===== config.mk =====
export PLATFORM = sky130hd
export DESIGN_NAME = ifc_initiator_flat
export DESIGN_NICKNAME = d
export VERILOG_FILES = /design/src/rtl/ifc_initiator_if.sv /design/src/rtl/ifc_initiator.sv /design/src/flat_wrapper.sv
export SDC_FILE = /design/constraint.sdc
export NUM_CORES = 1
export LEC_CHECK = 0
export CORE_MARGIN = 2
export CORE_UTILIZATION = 29
export DETAILED_ROUTE_END_ITERATION = 10
export SYNTH_ARGS = -nofsm -noshare
export SYNTH_HDL_FRONTEND = slang
export SYNTH_SLANG_ARGS = --single-unit
export TNS_END_PERCENT = 10

===== constraint.sdc =====
create_clock -name CLK -period 2.4 [get_ports CLK]
set_input_delay 0.24 -clock CLK [delete_from_list [all_inputs] [get_ports CLK]]
set_output_delay 0.24 -clock CLK [all_outputs]
set_load 0.05 [all_outputs]

===== src/rtl/ifc_initiator_if.sv =====
// Command, register-port and response bundle for ifc_initiator.
// master = initiator side, slave = command source / register block side.
interface ifc_initiator_if #(
   parameter int ADDR_W = 3,
   parameter int DATA_W = 1
);
   logic              cmd_valid;
   logic              cmd_ready;
   logic              cmd_op;
   logic [ADDR_W-1:0] cmd_addr;
   logic [DATA_W-1:0] cmd_wdata;

   logic [ADDR_W-1:0] write_address;
   logic [DATA_W-1:0] write_data;
   logic              write_en;
   logic              write_rdy;

   logic [ADDR_W-1:0] read_address;
   logic              read_en;
   logic [DATA_W-1:0] read_data;
   logic              read_rdy;

   logic              rsp_valid;
   logic              rsp_ready;
   logic [ADDR_W-1:0] rsp_addr;
   logic [DATA_W-1:0] rsp_data;
   logic              rsp_err;

   modport master (
      input  cmd_valid, cmd_op, cmd_addr, cmd_wdata,
      input  write_rdy, read_data, read_rdy, rsp_ready,
      output cmd_ready,
      output write_address, write_data, write_en,
      output read_address, read_en,
      output rsp_valid, rsp_addr, rsp_data, rsp_err
   );

   modport slave (
      output cmd_valid, cmd_op, cmd_addr, cmd_wdata,
      output write_rdy, read_data, read_rdy, rsp_ready,
      input  cmd_ready,
      input  write_address, write_data, write_en,
      input  read_address, read_en,
      input  rsp_valid, rsp_addr, rsp_data, rsp_err
   );
endinterface


===== src/rtl/ifc_initiator.sv =====
// One-at-a-time command initiator for the 8x1 register block,
// with per-transfer timeout and completed-transaction counters.
module ifc_initiator #(
   parameter int ADDR_W  = 3,
   parameter int DATA_W  = 1,
   parameter int TIMEOUT = 16,
   parameter int CNT_W   = 16
) (
   input  logic             CLK,
   input  logic             RST_N,
   ifc_initiator_if.master  bus,
   output logic [CNT_W-1:0] wr_count,
   output logic [CNT_W-1:0] rd_count,
   output logic             timeout_err
);
   localparam int TW = (TIMEOUT > 1) ? $clog2(TIMEOUT) : 1;
   localparam logic [TW-1:0] TLIM = TW'((TIMEOUT > 0) ? TIMEOUT - 1 : 0);

   typedef enum logic [1:0] {IDLE, WRITE, READ, RESP} state_t;

   state_t            r_state;
   state_t            w_next;
   logic [TW-1:0]     r_wait;
   logic [ADDR_W-1:0] r_waddr;
   logic [DATA_W-1:0] r_wdata;
   logic [ADDR_W-1:0] r_raddr;
   logic [ADDR_W-1:0] r_rsp_addr;
   logic [DATA_W-1:0] r_rsp_data;
   logic              r_rsp_err;
   logic [CNT_W-1:0]  r_wr_count;
   logic [CNT_W-1:0]  r_rd_count;
   logic              r_tmo_err;

   logic w_accept;
   logic w_wfire;
   logic w_rfire;
   logic w_abort;
   logic w_rdy;
   logic w_tlim;

   always_comb begin
      w_next   = r_state;
      w_accept = 1'b0;
      w_wfire  = 1'b0;
      w_rfire  = 1'b0;
      w_abort  = 1'b0;
      w_rdy    = (r_state == WRITE) ? bus.write_rdy : bus.read_rdy;
      // A zero TIMEOUT never reaches the limit, so waits are unbounded.
      w_tlim   = (TIMEOUT != 0) && (r_wait == TLIM);
      case (r_state)
         IDLE: begin
            if (bus.cmd_valid && !RST_N) begin
               w_accept = 1'b1;
               w_next   = bus.cmd_op ? READ : WRITE;
            end
         end
         WRITE: begin
            if (bus.write_rdy) begin
               w_wfire = 1'b1;
               w_next  = RESP;
            end else if (w_tlim) begin
               w_abort = 1'b1;
               w_next  = RESP;
            end
         end
         READ: begin
            if (bus.read_rdy) begin
               w_rfire = 1'b1;
               w_next  = RESP;
            end else if (w_tlim) begin
               w_abort = 1'b1;
               w_next  = RESP;
            end
         end
         RESP: begin
            if (bus.rsp_ready) w_next = IDLE;
         end
         default: w_next = IDLE;
      endcase
   end

   always_ff @(posedge CLK) begin
      if (RST_N) begin
         r_state    <= IDLE;
         r_wait     <= '0;
         r_waddr    <= '0;
         r_wdata    <= '0;
         r_raddr    <= '0;
         r_rsp_addr <= '0;
         r_rsp_data <= '0;
         r_rsp_err  <= 1'b0;
         r_wr_count <= '0;
         r_rd_count <= '0;
         r_tmo_err  <= 1'b0;
      end else begin
         r_state <= w_next;
         if (w_accept) begin
            r_wait     <= '0;
            r_rsp_addr <= bus.cmd_addr;
            if (bus.cmd_op) begin
               r_raddr <= bus.cmd_addr;
            end else begin
               r_waddr <= bus.cmd_addr;
               r_wdata <= bus.cmd_wdata;
            end
         end
         if ((r_state == WRITE || r_state == READ) && !w_rdy)
            r_wait <= r_wait + 1'b1;
         if (w_wfire) begin
            r_wr_count <= r_wr_count + 1'b1;
            r_rsp_data <= '0;
            r_rsp_err  <= 1'b0;
         end
         if (w_rfire) begin
            r_rd_count <= r_rd_count + 1'b1;
            r_rsp_data <= bus.read_data;
            r_rsp_err  <= 1'b0;
         end
         if (w_abort) begin
            r_rsp_data <= '0;
            r_rsp_err  <= 1'b1;
            r_tmo_err  <= 1'b1;
         end
      end
   end

   assign bus.cmd_ready     = (r_state == IDLE) && !RST_N;
   assign bus.write_en      = (r_state == WRITE);
   assign bus.read_en       = (r_state == READ);
   assign bus.write_address = r_waddr;
   assign bus.write_data    = r_wdata;
   assign bus.read_address  = r_raddr;
   assign bus.rsp_valid     = (r_state == RESP);
   assign bus.rsp_addr      = r_rsp_addr;
   assign bus.rsp_data      = r_rsp_data;
   assign bus.rsp_err       = r_rsp_err;
   assign wr_count          = r_wr_count;
   assign rd_count          = r_rd_count;
   assign timeout_err       = r_tmo_err;
endmodule


===== src/flat_wrapper.sv =====
// flat-port wrapper written by rule: the top's interface ports become plain ports
module ifc_initiator_flat 
#(
   parameter int ADDR_W  = 3,
   parameter int DATA_W  = 1,
   parameter int TIMEOUT = 16,
   parameter int CNT_W   = 16
)
  (CLK, RST_N, wr_count, rd_count, timeout_err, bus_cmd_valid, bus_cmd_op, bus_cmd_addr, bus_cmd_wdata, bus_write_rdy, bus_read_data, bus_read_rdy, bus_rsp_ready, bus_cmd_ready, bus_write_address, bus_write_data, bus_write_en, bus_read_address, bus_read_en, bus_rsp_valid, bus_rsp_addr, bus_rsp_data, bus_rsp_err);
  ifc_initiator_if #(.ADDR_W(ADDR_W), .DATA_W(DATA_W)) bus_i ();
  input  logic CLK;
  input  logic RST_N;
  output logic [CNT_W-1:0] wr_count;
  output logic [CNT_W-1:0] rd_count;
  output logic timeout_err;
  input wire logic [$bits(bus_i.cmd_valid)-1:0] bus_cmd_valid;
  input wire logic [$bits(bus_i.cmd_op)-1:0] bus_cmd_op;
  input wire logic [$bits(bus_i.cmd_addr)-1:0] bus_cmd_addr;
  input wire logic [$bits(bus_i.cmd_wdata)-1:0] bus_cmd_wdata;
  input wire logic [$bits(bus_i.write_rdy)-1:0] bus_write_rdy;
  input wire logic [$bits(bus_i.read_data)-1:0] bus_read_data;
  input wire logic [$bits(bus_i.read_rdy)-1:0] bus_read_rdy;
  input wire logic [$bits(bus_i.rsp_ready)-1:0] bus_rsp_ready;
  output wire logic [$bits(bus_i.cmd_ready)-1:0] bus_cmd_ready;
  output wire logic [$bits(bus_i.write_address)-1:0] bus_write_address;
  output wire logic [$bits(bus_i.write_data)-1:0] bus_write_data;
  output wire logic [$bits(bus_i.write_en)-1:0] bus_write_en;
  output wire logic [$bits(bus_i.read_address)-1:0] bus_read_address;
  output wire logic [$bits(bus_i.read_en)-1:0] bus_read_en;
  output wire logic [$bits(bus_i.rsp_valid)-1:0] bus_rsp_valid;
  output wire logic [$bits(bus_i.rsp_addr)-1:0] bus_rsp_addr;
  output wire logic [$bits(bus_i.rsp_data)-1:0] bus_rsp_data;
  output wire logic [$bits(bus_i.rsp_err)-1:0] bus_rsp_err;
  assign bus_i.cmd_valid = bus_cmd_valid;
  assign bus_i.cmd_op = bus_cmd_op;
  assign bus_i.cmd_addr = bus_cmd_addr;
  assign bus_i.cmd_wdata = bus_cmd_wdata;
  assign bus_i.write_rdy = bus_write_rdy;
  assign bus_i.read_data = bus_read_data;
  assign bus_i.read_rdy = bus_read_rdy;
  assign bus_i.rsp_ready = bus_rsp_ready;
  assign bus_cmd_ready = bus_i.cmd_ready;
  assign bus_write_address = bus_i.write_address;
  assign bus_write_data = bus_i.write_data;
  assign bus_write_en = bus_i.write_en;
  assign bus_read_address = bus_i.read_address;
  assign bus_read_en = bus_i.read_en;
  assign bus_rsp_valid = bus_i.rsp_valid;
  assign bus_rsp_addr = bus_i.rsp_addr;
  assign bus_rsp_data = bus_i.rsp_data;
  assign bus_rsp_err = bus_i.rsp_err;
  ifc_initiator #(.ADDR_W(ADDR_W), .DATA_W(DATA_W), .TIMEOUT(TIMEOUT), .CNT_W(CNT_W)) u_core (.CLK(CLK), .RST_N(RST_N), .bus(bus_i), .wr_count(wr_count), .rd_count(rd_count), .timeout_err(timeout_err));
endmodule

---- Word-level counts from Yosys, hierarchy flattened ----
Index checks and enable logic that the tools add are counted.
cells by class
  $add $sub $neg .......................... 3
  $mul .................................... 0
  divide/modulo/power cells ............... 0
  $lt $le $gt $ge ......................... 0
  equal/unequal tests ..................... 6
  shift-type cells ........................ 0
  mux-type cells .......................... 24
  bitwise logic cells ..................... 1
  reduce and logical (&&, ||, !) cells .... 14
operators with widths
  operator                                                                count
  16-bit by 1-bit adder with 16-bit output (second input constant)        2
  1-bit two-way mux                                                       14
  2-bit two-way mux                                                       6
  4-bit two-way mux                                                       2
  2-bit one-hot mux with 4 select lines                                   1
  2-bit AND reduction                                                     3
  4-bit by 1-bit adder with 4-bit output (second input constant)          1
  2-bit equality test (second input constant)                             2
  4-bit equality test (second input constant)                             1
  2-bit nonzero test                                                      2
  1-bit logical AND                                                       3
  3-bit nonzero test                                                      1
  2-bit by 1-bit equality test with 1-bit output (second input constant)  1
  1-bit logical NOT                                                       2
  2-bit logical NOT                                                       1
  2-bit by 1-bit != test with 1-bit output (second input constant)        1
  2-bit != test (second input constant)                                   1
  1-bit one-hot mux with 2 select lines                                   1
  2-bit OR reduction                                                      1
  1-bit logical OR                                                        1
  1-bit NOT                                                               1
word-level totals
  register bits ........................... 51
  latch bits .............................. 0
  RAM bits ................................ 0
  memory bits (read-only) ................. 0
  input bits .............................. 12
  memories kept ........................... 0

---- Depth between registers and ports, before layout ----
  depth after elaboration ................. 6
  mapped depth ............................ 7

---- Worst setup path after synthesis ----
Ideal clock, no wire load.
  kind .................................... flip-flop to flip-flop
  start point ............................. register u_core.r_state[1]
  end point ............................... register u_core.r_wr_count[14] (netlist: u_core.wr_count[14])
  library setup time ...................... 70 ps
  data arrival time ....................... 2,227 ps
  slack ................................... 103 ps
  cell stages (with the launch flop) ...... 7
  period minus slack after synthesis ...... 2,297 ps
  path through ............................ dfxtp_1 inv_1 ha_1 nand4_2 or3_4 or4_1 a21oi_1
between the ends
  longest elaborated chain between the ends .. 2
RTL lines
  item                                            line                  source
  from (decl)                                     ifc_initiator.sv:21   state_t r_state;
  from (signal assigned)                          ifc_initiator.sv:96   r_state <= w_next;
  2-bit by 1-bit equality test with 1-bit output  -
  named net bus_write_en                          flat_wrapper.sv:27    output wire logic [$bits(bus_i.write_en)-1:0] bus_write_en;
  1-bit two-way mux                               ifc_initiator.sv:50   case (r_state)
  to (signal assigned)                            ifc_initiator.sv:110  r_wr_count <= r_wr_count + 1'b1;
  to (decl)                                       ifc_initiator.sv:30   logic [CNT_W-1:0] r_wr_count;
The timed path passes the listed nets, and every way through them passes these cells.
A chain may end at the register's enable or synchronous reset.

---- Worst setup path in the final report ----
  start point ............................. register u_core.r_state[1]
  end point ............................... output port bus_write_en
between the ends
  longest elaborated chain between the ends .. 1
RTL lines
  item                                            line                  source
  2-bit by 1-bit equality test with 1-bit output  ifc_initiator.sv:128  assign bus.write_en = (r_state == WRITE);
  to (decl)                                       flat_wrapper.sv:27
Every way passes these cells.

==> metrics.md <==
| Metric | Value |
|---|---|
| Util after Layout | `about two fifths` |
| Post-synth net total | `294` |
| DRC viols | `0` |
| DP HPWL | `3960 µm` |
| Placer Congestion | `slightly above 0.8` |
| Async set-or-reset flop fraction in the synthesized netlist | `0%` |
| Xor/xnor share of the synthesized area | `under 10%` |
| Power Dens Cells | `665 nW/µm²` |
| # port buffers | `60` |
| Tcrit/Tclk final | `90.8%` |
| Worst setup SP type | `flip-flop` |
| Total power | `approximately 2100 µW` |
| Die W | `93.5 µm` |
| RSZ-0062 raised after global routing | `no` |
| Switching power of the nets | `736 µW` |
| Largest net degree at the start of global routing | `55` |
| Post-route minimum period | `2180 ps` |
| Crit. End Element | `primary output` |
| GRT Util Overall | `12.7%` |
| Count leader, synth | `dfxtp_1` |
| Post-CTS Resized | `0` |
| Area growth, synth to finish | `33.7%` |
| Iteration count of the initial detailed-routing pass | `4` |
| Final setup fails | `0` |
| Cell variety after synth | `36` |
| Max-Cap Viols | `0` |
| Total grt overflow | `0` |
| Worst-Margin Slew | `between 500 and 600 ps` |
| Initial Util | `30.1%` |
| Clock Path Buffers | `2` |
| Number of global-route vias before repair | `1937` |
| WHS | `476 ps` |
| Initial DRC Count | `53` |
| Antenna Cells | `0` |
| Largest stage delay, worst path | `880 ps` |
| EDFF count, synth | `0` |
| Post-synthesis simple-gate area fraction | `28.2%` |
| Die height | `93.5 µm` |
| # rows | `32` |
| Largest family of logic cells by synthesized area | `simple AND/OR/NAND/NOR gates` |
| Critical path's slowest cell | `clkdlybuf4s50_1` |
| Final wirelength | `5390 µm` |
| CTS Sinks | `51` |
| FMAX | `between 400 and 500 MHz` |
| CP Class | `flip-flop to primary output` |
| Sequential fraction of the synthesis area | `43.9%` |
| Num CTS Buffers | `5` |
| CTS clk-pin slew, worst paths | `90 ps` |
| Crit path max fanout | `9` |
| Peak supply drop | `between 0.3 and 0.4 mV` |
| Logic pwr share | `about a third` |
| Cell count after synthesis | `275` |
| Status | `finished, final reports clean` |
| Post-CTS Hold Fix Bufs | `0` |
| Mean Syn Cell Area | `8.45 µm²` |
| IO Pins | `a little over 60` |
| Core area | `7730 µm²` |
| Synthesized area | `2320 µm²` |
| Die area | `8750 µm²` |
| Buf/Inv on CP | `2` |
| CTS root buf | `clkbuf_8` |
| Total number of H-tree levels | `2` |
| Max-slew headroom | `62.4%` |
| Post-CTS Setup Inserts | `0` |
| Initial antenna violation count | `0` |
| CTS tree | `yes` |
| Area contributors post-synth | `dfxtp_1, nor2_1, nand2_1` |
| Synthesized flop and latch total | `51` |
| Sequential Power Share | `46.3%` |
| Synth top area share | `approximately 44%` |
| Compound-gate portion of the synthesized area | `8.18%` |
| Arrival time worst endpoint | `1940 ps` |
| Vias per inst | `4.71` |
| Sequence of cells on the critical path | `inv_1 > ha_1 > clkdlybuf4s50_1` |
| Mux share of post-synthesis cell area | `3.93%` |
| Worst-Skew Late Latency | `between 200 and 300 ps` |
| CP delay by family, top | `buffers and inverters` |
| Power share of the clock group | `21.9%` |
| Synth Area in Adders | `3.77%` |
| First-pass GRT wire length | `8980 µm` |
| Vias | `between 2000 and 2500` |
| Final TNS setup | `0 ps` |
| Sw Share | `35.6%` |
| HP Class | `flip-flop to flip-flop` |
| WP data required | `2160 ps` |
| DRT antenna net count | `0` |
| Worst clock skew | `~5.8 ps` |
| Layout cells sized above 1 | `around 3.6%` |
| Synth cell count leaders | `dfxtp_1, nor2_1, nand2_1` |
| Nets | `~360` |
| Yosys warning total | `0` |
| Leak | `between 0.001 and 0.0015 µW` |
| Max-slew violations | `0` |
| Routed len/inst | `~12 µm` |
| Yosys top cell by area | `dfxtp_1` |
| Internal | `1330 µW` |
| Final hold violations | `0` |
| Commonest register cell after synthesis | `dfxtp_1` |
-- per-layer routing --
layer	vias to the layer above	routed length [µm]	track usage, %
met4	0	50	3.26
met1	955	2690	17.3
met5	-	0	0
met3	4	237	3.63
li1	1064	-	-
met2	34	2410	19.8
-- final cells by class --
type,instances,area [µm²]
Fill cell,780,4620
Sequential cell,51,1020
Tap cell,102,128
Multi-Input combinational cell,204,1230
Inverter,11,41.3
Timing Repair Buffer,63,621
Clock buffer,6,72.6
-- kinds of logic after synthesis --
logic type               after synthesis
AO/OA/AOI/OAI                         32
XOR/XNOR                              23
adder cells (fa/ha/maj)                7
buffers and inverters                 20
flip-flops                            51
multiplexers                           9
AND/OR/NAND/NOR                      133
-- placed cells by master (no fill, tap or decap), types with 5 or more instances in the layout --
master | Yosys | routed
and3_1 | 5 | 5
nor4_1 | 6 | 6
nor2_1 | 36 | 36
clkdlybuf4s50_1 | 0 | 58
nor3_1 | 5 | 5
clkbuf_8 | 0 | 5
nand2_1 | 35 | 35
xnor2_1 | 13 | 13
nand3_1 | 12 | 12
nand4_1 | 12 | 12
ha_1 | 7 | 7
dfxtp_1 | 51 | 51
xor2_1 | 10 | 10
mux2i_1 | 8 | 8
nand2b_1 | 5 | 5
o21ai_0 | 5 | 5
inv_1 | 11 | 11
a21oi_1 | 17 | 17
-- flip-flops by register name, summed over array words and instances, names as in the netlist --
name / count
u_core.rd_count: 16
u_core.bus.rsp_data: 1
u_core.r_wait: 4
u_core.bus.rsp_addr: 3
u_core.timeout_err: 1
u_core.bus.write_address: 3
u_core.bus.write_data: 1
u_core.wr_count: 16
u_core.bus.read_address: 3
u_core.bus.rsp_err: 1
u_core.r_state: 2
-- metrics by stage --
stage | cell area (µm²) | std cells | setup slack (ps)
6_report | 3110 | 437 | 221
5_1_grt | 3110 | 437 | 95.7
4_1_cts | 3110 | 437 | 77.9
3_5_place_dp | 3030 | 431 | 240
3_3_place_gp | 3030 | 431 | 292
2_1_floorplan | 2320 | 275 | 103
-- worst reg2reg max path, cell delays in order, from the launching register on --
cell     delay (ps)
dfxtp_1         360
inv_1            90
ha_1            320
nand4_2         180
or3_4           420
or4_1           510
a21oi_1         150
-- final timing paths --
check                           cells after the start                endpoint  slack [ps]              startpoint
worst min register to register                      2  u_core.bus.rsp_addr[2]         480  u_core.bus.rsp_addr[2]
worst min-delay path                                2  u_core.bus.rsp_addr[2]         480  u_core.bus.rsp_addr[2]
worst max-delay path                                3            bus_write_en         220       u_core.r_state[1]
worst max register to register                      6     u_core.wr_count[14]         300       u_core.r_state[1]
-- power groups by stage --
stage / Combinational, µW / Clock [µW] / Sequential (µW)
2_1_floorplan: 343 / 0 / 1090
3_3_place_gp: 655 / 0 / 976
3_5_place_dp: 655 / 0 / 978
4_1_cts: 660 / 475 / 959
5_1_grt: 715 / 512 / 968
6_report: 656 / 454 / 958
Note: power is estimated with default switching activity, not from simulation.
==> patch 1: new RTL, same settings <==
`CNT_W` is set to 16 in 2 places; all go to 24.
--- a/src/rtl/ifc_initiator.sv
+++ b/src/rtl/ifc_initiator.sv
@@ -5,5 +5,5 @@
    parameter int DATA_W  = 1,
    parameter int TIMEOUT = 16,
-   parameter int CNT_W   = 16
+   parameter int CNT_W   = 24
 ) (
    input  logic             CLK,
--- a/src/flat_wrapper.sv
+++ b/src/flat_wrapper.sv
@@ -5,5 +5,5 @@
    parameter int DATA_W  = 1,
    parameter int TIMEOUT = 16,
-   parameter int CNT_W   = 16
+   parameter int CNT_W   = 24
 )
   (CLK, RST_N, wr_count, rd_count, timeout_err, bus_cmd_valid, bus_cmd_op, bus_cmd_addr, bus_cmd_wdata, bus_write_rdy, bus_read_data, bus_read_rdy, bus_rsp_ready, bus_cmd_ready, bus_write_address, bus_write_data, bus_write_en, bus_read_address, bus_read_en, bus_rsp_valid, bus_rsp_addr, bus_rsp_data, bus_rsp_err);
Ports: changed (resized rd_count and wr_count); port bits go from 61 to 77. No check against the original RTL was run, so the function may have changed too.
==> patch 1 against the original RTL <==
Power grew 39%; wire length grew 42%; worst setup slack worse by 47 ps; design area increased by 34%; largest cell class unchanged; synthesized area is 32% higher; combinational power is 9.8% higher; global-route usage grew 1.2 points; fmax is 2.1% lower; sequential cell count is 16 higher; highest routed layer unchanged; via count increased by 37%.
==> patch 1: results (changes against the original RTL) <==
{| class="wikitable"
! Metric !! Value
|-
| Run status || complete, no violations
|-
| Setup clock skew after layout || 13.54 ps (+7.758 ps)
|-
| Placed insts || 560 (+30%)
|-
| H-tree Lvls || 3 (+1)
|-
| Reg-to-reg endpoint || u_core.rd_count[22]
|-
| Register-to-register path setup slack || 380 ps (+80 ps)
|-
| Largest net degree at the start of global routing || 28 (-49%)
|-
| Fillers || 1050 (+35%)
|-
| Total met3 wirelength after detailed routing || 450 um (+90%)
|-
| Final core utilization || 40.43% (+0.20 points)
|-
| Class of the worst hold path || input pin to register
|-
| Fraction of final layout cells sized beyond drive strength 1 || 6.364% (+2.8 points)
|-
| Time the worst path needs with I/O delays and setup || 2226 ps (+47.08 ps)
|-
| Critical-path cell with the highest stage delay || clkdlybuf4s50_1
|-
| Post-synthesis sequential area ratio || 43.65% (-0.27 points)
|-
| Sum of routed wire segments on met1 || 3896 um (+45%)
|-
| Launch point of the worst path || u_core.r_state[0]
|-
| Vias in the first global route || 2688 (+39%)
|-
| Largest cells by area after synthesis || dfxtp_1 (44%), a21oi_1 (6.0%), nor2_1 (4.3%)
|-
| Via density per instance || 4.906 (+4.2%)
|-
| Cell Area, Placed || 3979 um^2 (+31%)
|-
| Worst-case vdd ir drop || 0.3265 mV (-5.4%)
|-
| Worst reg2reg path depth || 7 (+1)
|-
| Number of unique standard cell types used by synthesis || 38 (+5.6%)
|-
| Global-route usage over all layers || 13.93% (+1.2 points)
|-
| Final routed wire length divided by cell count || 13.28 um (+7.8%)
|-
| Leakage power || 1.394 nW (+25%)
|-
| Input/output buffers || 76 (+27%)
|-
| Worst setup slack before clock tree synthesis || 297.5 ps (+57.79 ps)
|-
| Post-detail-place hpwl || 5307 um (+34%)
|-
| Placer congestion estimate || 0.7986 (-1.9%)
|-
| Router iterations before antenna repair || 5 (+1)
|-
| Count of placed standard cells in the final layout, fillers left out || 576 (+32%)
|-
| Number of nets in the synthesized netlist || 378 (+29%)
|-
| Routed wl met2 || 3201 um (+33%)
|-
| Final net count || 454 (+28%)
|-
| Worst slew slack as a fraction of its limit || 61.17% (-1.2 points)
|-
| Critical path's largest stage delay || 840 ps (-40 ps)
|-
| Arrival time reported for the critical path endpoint || 1990 ps (+50 ps)
|-
| Hold path startpoint || RST_N
|-
| Critical path fanouts, max || 8 (-1)
|-
| Number of violations reported at the end of detailed-routing iteration 0 || 98 (+85%)
|-
| List of most frequent post-synthesis cells || dfxtp_1 (67), a21oi_1 (37), nor2_1 (35)
|-
| Resized cells post-CTS || 0 (unchanged)
|-
| Mean instance size in the synthesized netlist || 8.560 um^2 (+1.3%)
|-
| CTS buffer count || 9 (+4)
|-
| Skew-Pair Late Insertion Delay || 340 ps (+50 ps)
|-
| First-pass GRT wire length || 12990 um (+45%)
|}
==> patch 1: changes by cell type after synthesis, sizes merged, moves of 4 or more <==
cell / delta
and4: +6
or4: +14
nand2: -4
xor2: +5
xnor2: -6
o31ai: +15
a21oi: +20
nor4: -4
nand3: +6
dfxtp: +16
or3: +5
clkbuf: +6
==> patch 1: metal layers <==
| layer | track usage [%] | vias up |
|---|---|---|
| met2 | 20.20 | 78 |
| li1 | - | 1442 |
| met3 | 4.255 | 8 |
| met1 | 19.30 | 1298 |
| met5 | 0 | - |
| met4 | 5.380 | 0 |
==> patch 1: logic make-up (layout without fill, tap and decap cells) <==
kind of cell,Yosys count,count (layout),share of synthesized area [%]
AND/OR/NAND/NOR,153,153,27.00
AO/OA/AOI/OAI,70,70,13.56
flip-flops,67,67,43.65
buffers and inverters,32,113,4.072
XOR/XNOR,22,22,6.271
multiplexers,8,8,2.606
adder cells (fa/ha/maj),7,7,2.850
==> patch 1: worst min-delay path by stage <==
stage	slack, ps	to
5_1_grt	350	u_core.rd_count[9]
4_1_cts	330	u_core.rd_count[9]
3_3_place_gp	440	u_core.timeout_err
3_5_place_dp	450	u_core.timeout_err
6_report	340	u_core.wr_count[2]
2_1_floorplan	380	u_core.bus.rsp_addr[0]
==> patch 1: where the power goes <==
group	switching, mW	total [mW]	leakage, nW	internal [mW]
logic	0.464	0.720	0.760	0.257
clock network	0.435	0.943	0.0926	0.508
registers	0.0525	1.22	0.541	1.17
total	0.951	2.88	1.39	1.93
==> patch 1: layout make-up <==
class / instances / share of cell area, %
Multi-Input combinational cell: 260 / 38.55
Tap cell: 136 / 4.077
Inverter: 14 / 1.259
Clock buffer: 12 / 3.477
Timing Repair Buffer: 83 / 19.30
Sequential cell: 67 / 32.13
Clock inverter: 4 / 1.199
==> patch 2: new RTL, config.mk and constraints unchanged <==
Without the edit above. Register the output `rd_count` once more, with the module's reset; this adds one clock of latency there. The other outputs are not delayed to match.
--- a/src/rtl/ifc_initiator.sv
+++ b/src/rtl/ifc_initiator.sv
@@ -136,5 +136,11 @@
    assign bus.rsp_err       = r_rsp_err;
    assign wr_count          = r_wr_count;
-   assign rd_count          = r_rd_count;
+   always_ff @(posedge CLK) begin
+      if (RST_N) begin
+         rd_count <= '0;
+      end else begin
+         rd_count <= r_rd_count;
+      end
+   end
    assign timeout_err       = r_tmo_err;
 endmodule
Formal check against the unedited RTL: not equivalent (a bounded check fails within 4 cycles, from zero or initial values and one cycle with RST_N high).
==> patch 2 against the original RTL <==
Sequential cell count is 16 higher; global-route usage is 0.80 points lower; count of clock-buffer cells in the layout is 4 higher; design area is 16% higher; synthesized area is 17% higher; utilization is 0.66 points lower; worst setup slack worse by 94 ps; power is 36% higher; wire length is 5.3% higher; clock skew is 4.4 ps higher; critical endpoint is now bus_read_en.
==> patch 2: results (changes against the original RTL) <==
{| class="wikitable"
! Metric !! Value
|-
| Largest cells by area after synthesis || dfxtp_1 (49%), nor2_1 (5.7%), nand2_1 (4.2%)
|-
| Final net count || 383 (+7.9%)
|-
| Launch point of the worst path || u_core.r_state[0]
|-
| Worst-case vdd ir drop || 0.4239 mV (+23%)
|-
| Run status || complete, no violations
|-
| Global-route usage over all layers || 11.93% (-0.80 points)
|-
| Fillers || 910 (+17%)
|-
| First-pass GRT wire length || 9473 um (+5.5%)
|-
| Cell Area, Placed || 3417 um^2 (+13%)
|-
| Hold path startpoint || u_core.timeout_err
|-
| H-tree Lvls || 3 (+1)
|-
| Number of violations reported at the end of detailed-routing iteration 0 || 75 (+42%)
|-
| Number of nets in the synthesized netlist || 321 (+9.2%)
|-
| List of most frequent post-synthesis cells || dfxtp_1 (67), nor2_1 (41), nand2_1 (30)
|-
| Post-synthesis sequential area ratio || 49.45% (+5.5 points)
|-
| Arrival time reported for the critical path endpoint || 2030 ps (+90 ps)
|-
| Largest net degree at the start of global routing || 69 (+25%)
|-
| Leakage power || 1.359 nW (+22%)
|-
| Via density per instance || 4.571 (-2.9%)
|-
| Vias in the first global route || 2038 (+5.2%)
|-
| Fraction of final layout cells sized beyond drive strength 1 || 7.588% (+4.0 points)
|-
| Post-detail-place hpwl || 3999 um (+0.99%)
|-
| CTS clk-pin slew, worst paths || 70 ps (-20 ps)
|-
| Final routed wire length divided by cell count || 11.82 um (-4.1%)
|-
| CTS buffer count || 9 (+4)
|-
| Sw Pwr || 0.8989 mW (+22%)
|-
| Placer congestion estimate || 0.7640 (-6.2%)
|-
| Resized cells post-CTS || 0 (unchanged)
|-
| Worst slew slack as a fraction of its limit || 54.00% (-8.4 points)
|-
| Skew-Pair Late Insertion Delay || 340 ps (+50 ps)
|-
| Setup clock skew after layout || 10.16 ps (+4.377 ps)
|}
-- patch 2: area by class of cell --
type	instances	area [um^2]	area share (%)
Tap cell	111	138.9	3.834
Sequential cell	67	1341	37.03
Timing Repair Buffer	64	628.1	17.34
Clock buffer	10	137.6	3.800
Inverter	10	37.54	1.036
Clock inverter	6	65.06	1.796
Multi-Input combinational cell	212	1274	35.16
-- patch 2: per-layer routing --
metal | vias to the layer above | global-route usage [%] | part of all wire, %
met1 | 1009 | 13.88 | 45
met4 | 0 | 5.058 | 1.5
li1 | 1138 | - | -
met3 | 6 | 5.132 | 6.3
met2 | 41 | 19.18 | 47
met5 | - | 0 | 0
-- patch 2: final timing paths --
path	endpoint	slack, ps	cells past startpoint
worst min register to register	u_core.timeout_err	450	2
worst max register to register	u_core.r_rd_count[15]	440	6
worst min-delay path	u_core.timeout_err	450	2
worst max-delay path	bus_read_en	130	3
-- patch 2: worst reg2reg max path, stage by stage (launching register included) --
cell and delay, ps:
dfxtp_1 360, inv_1 100, ha_1 360, nand4_1 270, nor2_1 260, and3_1 200
mux2_2 320
-- patch 2: power by group through the flow --
stage / Combinational (mW) / Clock [mW] / Sequential (mW)
4_1_cts: 0.654 / 0.981 / 1.22
5_1_grt: 0.705 / 1.03 / 1.23
3_5_place_dp: 0.650 / 0 / 1.25
2_1_floorplan: 0.346 / 0 / 1.35
3_3_place_gp: 0.643 / 0 / 1.24
6_report: 0.648 / 0.938 / 1.22
-- patch 2: logic make-up (layout without fill, tap and decap cells) --
group / after synthesis / in the layout / synth area share, %
AOI/OAI and AO/OA: 30 / 30 / 6.274
buffers and inverters: 23 / 90 / 3.598
xor gates and xnor gates: 22 / 22 / 7.103
adders and majority gates: 7 / 7 / 3.229
DFF: 67 / 67 / 49.45
muxes: 12 / 12 / 4.613
and+or+nand+nor: 141 / 141 / 25.74
-- patch 2: per-stage QoR --
stage                     utilization (%)  setup WS (ps)  instances
after floorplan                         -          234.1        302
after global placement              37.33          499.9        464
after detailed placement            37.33          447.0        464
after CTS                           39.55          45.94        480
after global routing                39.58          31.82        480
final                               39.58          127.0        480
